File: src/rtl/vision_pkg.sv
// Shared types and default geometry for the binary-image path
// (mask producer, centroid engine, VGA-side reader).
package vision_pkg;

    localparam int H_RES_C     = 640;
    localparam int V_RES_C     = 480;
    localparam int FRAME_PIX_C = H_RES_C * V_RES_C;

    typedef logic [18:0] addr_t;
    typedef logic [31:0] moment_t;

    typedef enum logic {
        WAIT_SOF = 1'b0,
        ACTIVE   = 1'b1
    } fsm_t;

endpackage

File: src/rtl/pix_coord_counter.sv
// Raster position tracker: gives the linear address of the pixel being
// presented (SOF forces (0,0)) and flags out-of-range, short and last lines.
module pix_coord_counter #(
    parameter int H_RES  = 640,
    parameter int V_RES  = 480,
    parameter int ADDR_W = 19
) (
    input  logic              clk,
    input  logic              rst_n,
    input  logic              adv,
    input  logic              sof,
    input  logic              eol,
    output logic [ADDR_W-1:0] addr,
    output logic              in_range,
    output logic              short_line,
    output logic              last_line
);

    localparam logic [ADDR_W-1:0] H_L      = ADDR_W'(H_RES);
    localparam logic [ADDR_W-1:0] H_LAST_L = ADDR_W'(H_RES - 1);
    localparam logic [ADDR_W-1:0] V_LAST_L = ADDR_W'(V_RES - 1);

    logic [ADDR_W-1:0] x_r;
    logic [ADDR_W-1:0] y_r;
    logic [ADDR_W-1:0] base_r;
    logic [ADDR_W-1:0] px_x_s;
    logic [ADDR_W-1:0] px_y_s;
    logic [ADDR_W-1:0] px_base_s;

    // Coordinates of the presented pixel; a line base register avoids a multiplier
    always_comb begin
        px_x_s     = sof ? {ADDR_W{1'b0}} : x_r;
        px_y_s     = sof ? {ADDR_W{1'b0}} : y_r;
        px_base_s  = sof ? {ADDR_W{1'b0}} : base_r;
        addr       = px_base_s + px_x_s;
        in_range   = (px_x_s < H_L);
        short_line = eol && (px_x_s < H_LAST_L);
        last_line  = (px_y_s == V_LAST_L);
    end

    // Advance position; x saturates at H_RES so a long line stays out of range
    always_ff @(posedge clk or negedge rst_n) begin
        if (!rst_n) begin
            x_r    <= {ADDR_W{1'b0}};
            y_r    <= {ADDR_W{1'b0}};
            base_r <= {ADDR_W{1'b0}};
        end else if (adv) begin
            if (eol) begin
                x_r    <= {ADDR_W{1'b0}};
                y_r    <= px_y_s + {{(ADDR_W-1){1'b0}}, 1'b1};
                base_r <= px_base_s + H_L;
            end else begin
                x_r    <= in_range ? (px_x_s + {{(ADDR_W-1){1'b0}}, 1'b1}) : px_x_s;
                y_r    <= px_y_s;
                base_r <= px_base_s;
            end
        end
    end

endmodule

File: src/rtl/mask_frame_writer.sv
// Thresholds the luma stream into a ping-pong 1-bit frame buffer and
// publishes each completed bank, with its set-pixel count, to the consumer.
module mask_frame_writer
    import vision_pkg::*;
#(
    parameter int H_RES  = H_RES_C,
    parameter int V_RES  = V_RES_C,
    parameter int PIX_W  = 8,
    parameter int ADDR_W = 19
) (
    input  logic              Clk,
    input  logic              Reset_n,
    input  logic              pix_valid,
    input  logic [PIX_W-1:0]  pix_data,
    input  logic              pix_sof,
    input  logic              pix_eol,
    input  logic [PIX_W-1:0]  thresh,
    output logic              wr_en,
    output logic              wr_bank,
    output logic [ADDR_W-1:0] wr_addr,
    output logic              wr_data,
    output logic              frame_valid,
    output logic              frame_bank,
    output logic [31:0]       frame_m00,
    input  logic              frame_ack,
    output logic [15:0]       drop_cnt,
    output logic              err_sticky
);

    fsm_t              state_r;
    fsm_t              state_next_s;
    logic [PIX_W-1:0]  thresh_r;
    logic [PIX_W-1:0]  thresh_s;
    moment_t           count_r;
    moment_t           count_next_s;
    logic              cur_bank_r;
    logic              accept_s;
    logic              bit_s;
    logic              wr_s;
    logic              done_s;
    logic              err_s;
    logic              publish_s;
    logic [ADDR_W-1:0] px_addr_s;
    logic              in_range_s;
    logic              short_s;
    logic              last_line_s;

    pix_coord_counter #(
        .H_RES  (H_RES),
        .V_RES  (V_RES),
        .ADDR_W (ADDR_W)
    ) u_coord (
        .clk        (Clk),
        .rst_n      (Reset_n),
        .adv        (accept_s),
        .sof        (pix_sof),
        .eol        (pix_eol),
        .addr       (px_addr_s),
        .in_range   (in_range_s),
        .short_line (short_s),
        .last_line  (last_line_s)
    );

    // Pixel acceptance, threshold, completion and next-state decode
    always_comb begin
        accept_s     = pix_valid && (pix_sof || (state_r == ACTIVE));
        thresh_s     = pix_sof ? thresh : thresh_r;
        bit_s        = (pix_data >= thresh_s);
        wr_s         = accept_s && in_range_s;
        count_next_s = (pix_sof ? 32'd0 : count_r) + {31'd0, (wr_s && bit_s)};
        done_s       = accept_s && pix_eol && last_line_s;
        err_s        = accept_s && ((pix_sof && (state_r == ACTIVE)) || !in_range_s || short_s);
        // An ack in the completion cycle frees the slot before the new frame claims it
        publish_s    = done_s && !(frame_valid && !frame_ack);
        state_next_s = state_r;
        if (done_s) begin
            state_next_s = WAIT_SOF;
        end else if (accept_s) begin
            state_next_s = ACTIVE;
        end else begin
            state_next_s = state_r;
        end
    end

    // FSM state, latched threshold and running set-pixel count
    always_ff @(posedge Clk or negedge Reset_n) begin
        if (!Reset_n) begin
            state_r  <= WAIT_SOF;
            thresh_r <= {PIX_W{1'b0}};
            count_r  <= 32'd0;
        end else begin
            state_r <= state_next_s;
            if (accept_s && pix_sof) begin
                thresh_r <= thresh;
            end
            if (accept_s) begin
                count_r <= count_next_s;
            end
        end
    end

    // Frame-buffer write port, one cycle behind the accepted pixel
    always_ff @(posedge Clk or negedge Reset_n) begin
        if (!Reset_n) begin
            wr_en   <= 1'b0;
            wr_bank <= 1'b0;
            wr_addr <= {ADDR_W{1'b0}};
            wr_data <= 1'b0;
        end else begin
            wr_en   <= wr_s;
            wr_bank <= cur_bank_r;
            if (wr_s) begin
                wr_addr <= px_addr_s;
                wr_data <= bit_s;
            end
        end
    end

    // Publish/drop handshake, bank ping-pong and sticky framing error
    always_ff @(posedge Clk or negedge Reset_n) begin
        if (!Reset_n) begin
            cur_bank_r  <= 1'b0;
            frame_valid <= 1'b0;
            frame_bank  <= 1'b0;
            frame_m00   <= 32'd0;
            drop_cnt    <= 16'd0;
            err_sticky  <= 1'b0;
        end else begin
            if (err_s) begin
                err_sticky <= 1'b1;
            end
            if (publish_s) begin
                frame_valid <= 1'b1;
                frame_bank  <= cur_bank_r;
                frame_m00   <= count_next_s;
                cur_bank_r  <= ~cur_bank_r;
            end else if (done_s) begin
                if (drop_cnt != 16'hFFFF) begin
                    drop_cnt <= drop_cnt + 16'd1;
                end
            end else if (frame_ack) begin
                frame_valid <= 1'b0;
            end
        end
    end

endmodule

File: config.mk
export PLATFORM = sky130hd
export DESIGN_NAME = mask_frame_writer
export DESIGN_NICKNAME = d
export VERILOG_FILES = /design/src/rtl/vision_pkg.sv /design/src/rtl/pix_coord_counter.sv /design/src/rtl/mask_frame_writer.sv
export SDC_FILE = /design/constraint.sdc
export NUM_CORES = 1
export LEC_CHECK = 0
export BUFFER_PORTS_ARGS = -buffer_cell sky130_fd_sc_hd__buf_2
export CAP_MARGIN = 10
export CELL_PAD_IN_SITES_DETAIL_PLACEMENT = 0
export CELL_PAD_IN_SITES_GLOBAL_PLACEMENT = 1
export CORE_MARGIN = 2
export CORE_UTILIZATION = 40
export CTS_BUF_LIST = sky130_fd_sc_hd__clkbuf_4
export DETAILED_ROUTE_END_ITERATION = 16
export PLACE_DENSITY_LB_ADDON = 0.1
export RECOVER_POWER = 25
export SLEW_MARGIN = 30
export SYNTH_ARGS = -nofsm -noshare
export SYNTH_HDL_FRONTEND = slang
export SYNTH_SLANG_ARGS = --single-unit
File: constraint.sdc
create_clock -name Clk -period 12.2 [get_ports Clk]
set_clock_uncertainty 0.2 [all_clocks]
set_input_delay 2.44 -clock Clk [delete_from_list [all_inputs] [get_ports Clk]]
set_output_delay 2.44 -clock Clk [all_outputs]
set_load 0.05 [all_outputs]
==> impl_summary.txt <==
----------------------------------------------------
[Routing]
  Drt initial violations ... 423
  Post-detailed-route count of antenna-violating nets ... 0
  Number of DRC violations after detailed routing ... 0
  Detailed-route wire length per cell ... 15.7 um
  Final WL ... 22400 um
  Post-DR vias/cell ... 5.15
  Detailed-route via count ... 7371
  1st-pass router iterations ... 5

[Critical path]
  Number of cells on the worst reg-to-reg path ... 12
  Slowest stage delay, CP ... 3.73 ns
  Critical path required time ... 11.40 ns
  Data arrival at the endpoint of the critical path ... 6.25 ns
  Critical Path End Type ... asynchronous set/reset pin
  WS Path Type ... input port to asynchronous set/reset pin
  Crit-path slowest cell ... sky130_fd_sc_hd__clkbuf_1
  Critical Path Start Type ... input port
  Sequence of cells on the critical path ... clkbuf_1
  Cell family with most CP delay ... buffers and inverters
  Total stage count of the critical path ... 1
  Largest fanout on the critical path ... 100
  Count of buffer and inverter cells on the critical path ... 1

[Worst hold path]
  Worst Hold Path Cells ... 0
  Tightest Hold Check Type ... flop to flop

[Clock tree]
  TritonCTS Buffers ... 17
  # resized after CTS ... 0
  Root Driver ... sky130_fd_sc_hd__clkbuf_4
  Buffer depth of the longest clock path ... 2
  Clock transition at the register clock pins on the worst setup and hold paths after CTS ... 0.16 ns
  Clk Latency, worst-skew pair ... 0.56 ns
  Post CTS Setup Buffer Count ... 0
  Sinks on Clock Net ... 172
  CTS Hold Bufs ... 0
  H-tree levels ... 4
  TritonCTS clock tree ... built

[STA]
  Total Negative Setup Slacks ... 0 ns
  Final period util ... 57.8%
  Hold slack final ... 0.242 ns
  Minimum period implied by the final worst setup slack ... 7.05 ns
  Final Hold Vio Count ... 0
  Highest clock rate ... 0.142 GHz
  # setup viols final ... 0
  Worst-margin pin slew ... 5.43 ns
  Worst max-slew margin expressed relative to the limit ... -262%
  Unrepaired setup endpoints after global routing ... false
  Total count of max-transition violations in the final report ... 101
  Worst path setup slack after routing ... 5.15 ns

[Outcome]
  Outcome ... finished, violations left
  Failing checks ... max-capacitance violations, max-slew violations

[Synth]
  Yosys synthesis warning count ... 0
  Syn Std Cell Area ... 0.00955 mm2
  Count of mapped cells out of synthesis ... 1024
  #FFs+latches synth ... 172
  Net Count, Synth ... 1079
  Share of synthesized area occupied by flip-flops and latches ... 45.1%
  Average cell area after synthesis ... 9.33 um2
  Count of flip-flops with a built-in enable after synthesis ... 0
  Number of distinct library cells after synthesis ... 71
  Proportion of synthesized flip-flops having asynchronous set or reset ... 100%
  Top flip-flop cell by instance count after synthesis ... sky130_fd_sc_hd__dfrtp_1

[Floorplan]
  Area enclosed by the die boundary ... 0.0251 mm2
  Vertical die dimension ... 159 um
  Effective utilization at floorplan ... 40.7%
  Die width ... 159 um
  Number of placed I/O pins ... 95
  Core Area ... 0.0235 mm2
  Row count ... 56

[GRT]
  Pin count of the biggest net entering global routing ... 101
  Wire length of the first global-routing pass ... 37200 um
  Total overflow reported by the global router ... 0
  GRT Util Overall ... 18.8%
  Via count of the first global-routing pass ... 7006
  Initial antenna violation count ... 1

[Placement]
  HPWL reported at the end of detailed placement ... 15100 um
  Placer's final routability congestion estimate ... 0.771
  Worst Setup Slack post-DPL ... 5.21 ns
  Buffers added on ports ... 94

[Final layout]
  Layout cell share with drive strength beyond 1 ... 15.1%
  Net count, final ... 1153
  Signed area change from the synthesized netlist to the final layout ... 11.0%

[Power and ir drop]
  Peak supply drop ... 0.0000678 V
  Static leakage ... 4.79 nW
  Pwr Density ... 101 mW/mm2

[Run]
  Maxcap violations ... 1

----------------------------------------------------
stage by stage:
stage	area, um2	utilization, %	cells	power (mW)
final	10600	45.1	1432	1.07
after global routing	10600	45.1	1432	1.13
after CTS	10600	45.2	1430	1.09
after detailed placement	10300	43.8	1398	0.715
after global placement	10300	43.8	1398	0.715
after floorplan	9550	-	1024	0.674
synthesized netlist by cell type (8+ instances only):
cell type	number	area, um2
sky130_fd_sc_hd__a21o_1	11	82.6
sky130_fd_sc_hd__a21oi_1	35	175
sky130_fd_sc_hd__and2_1	19	119
sky130_fd_sc_hd__and3_1	19	119
sky130_fd_sc_hd__clkbuf_1	31	116
sky130_fd_sc_hd__dfrtp_1	172	4300
sky130_fd_sc_hd__ha_1	32	400
sky130_fd_sc_hd__inv_1	17	63.8
sky130_fd_sc_hd__mux2_2	16	180
sky130_fd_sc_hd__mux2i_1	25	250
sky130_fd_sc_hd__nand2_1	168	631
sky130_fd_sc_hd__nand2b_1	8	50.1
sky130_fd_sc_hd__nand3_1	41	205
sky130_fd_sc_hd__nand4_1	16	100
sky130_fd_sc_hd__nor2_1	49	184
sky130_fd_sc_hd__nor2b_1	52	325
sky130_fd_sc_hd__nor3_1	23	115
sky130_fd_sc_hd__nor4_1	10	62.6
sky130_fd_sc_hd__o21ai_0	80	400
sky130_fd_sc_hd__o31ai_1	12	90.1
sky130_fd_sc_hd__xnor2_1	48	420
sky130_fd_sc_hd__xor2_1	31	272
power by group:
group	switching, mW	internal (mW)
clock network	0.220	0.148
logic	0.0726	0.0331
registers	0.0110	0.585
total	0.303	0.767
worst paths after layout:
check / from / to / slack, ns
max: Reset_n / count_r[28] / 5.15
max reg2reg: u_coord.x_r[18] / count_r[28] / 7.80
min: cur_bank_r / wr_bank / 0.24
min reg2reg: cur_bank_r / wr_bank / 0.24
min in group asynchronous: Reset_n / frame_m00[18] / 3.64
max in group Clk: pix_sof / count_r[28] / 5.82
metal layers:
metal	vias to the layer above	part of all wire, %	track usage (%)
met5	-	0	0
met4	0	1.0	4.68
met3	15	3.2	2.91
met2	120	43	27.8
met1	3497	53	28.6
li1	3739	-	-
layout make-up:
type                       count  area, um2
antenna                        2       5.00
clock buffer                  18        135
clock inverter                14        180
fill                        2398      12900
inverter                      18       67.6
multi-input combinational    789       4980
sequential                   172       4300
tap                          319        399
timing repair buffer         100        520
sequential cells by signal (all words and copies together) (netlist names):
register        count
count_r            32
cur_bank_r          1
drop_cnt           16
err_sticky          1
frame_bank          1
frame_m00          32
frame_valid         1
state_r             1
thresh_r            8
u_coord.base_r     19
u_coord.x_r        19
u_coord.y_r        19
wr_addr            19
wr_bank             1
wr_data             1
wr_en               1
placed cells by master (no fill, tap or decap), drive strengths merged, types with 4 or more instances in the layout:
cell type,n
xnor2,48
dfrtp,172
ha,32
clkbuf,19
nor3b,4
a21o,11
o21ai,87
a31oi,6
nor4,11
nor2,49
mux2i,25
buf,99
nand4b,4
nor2b,52
o31ai,13
a21oi,35
and4,6
and2,20
nand4,17
or2,6
and3,19
or3,4
nand2b,9
xor2,31
nand3,42
clkinv,5
o22ai,4
inv,22
nor3,26
nand2,168
mux2,16
kinds of logic after synthesis:
kind of cell / synth area share, %
compound gates: 12.1
xor+xnor: 7.25
fa+ha+maj: 4.51
buf+inv: 2.88
flops: 45.1
mux: 4.51
simple gates: 23.7
Note: power is estimated with default switching activity, not from simulation.
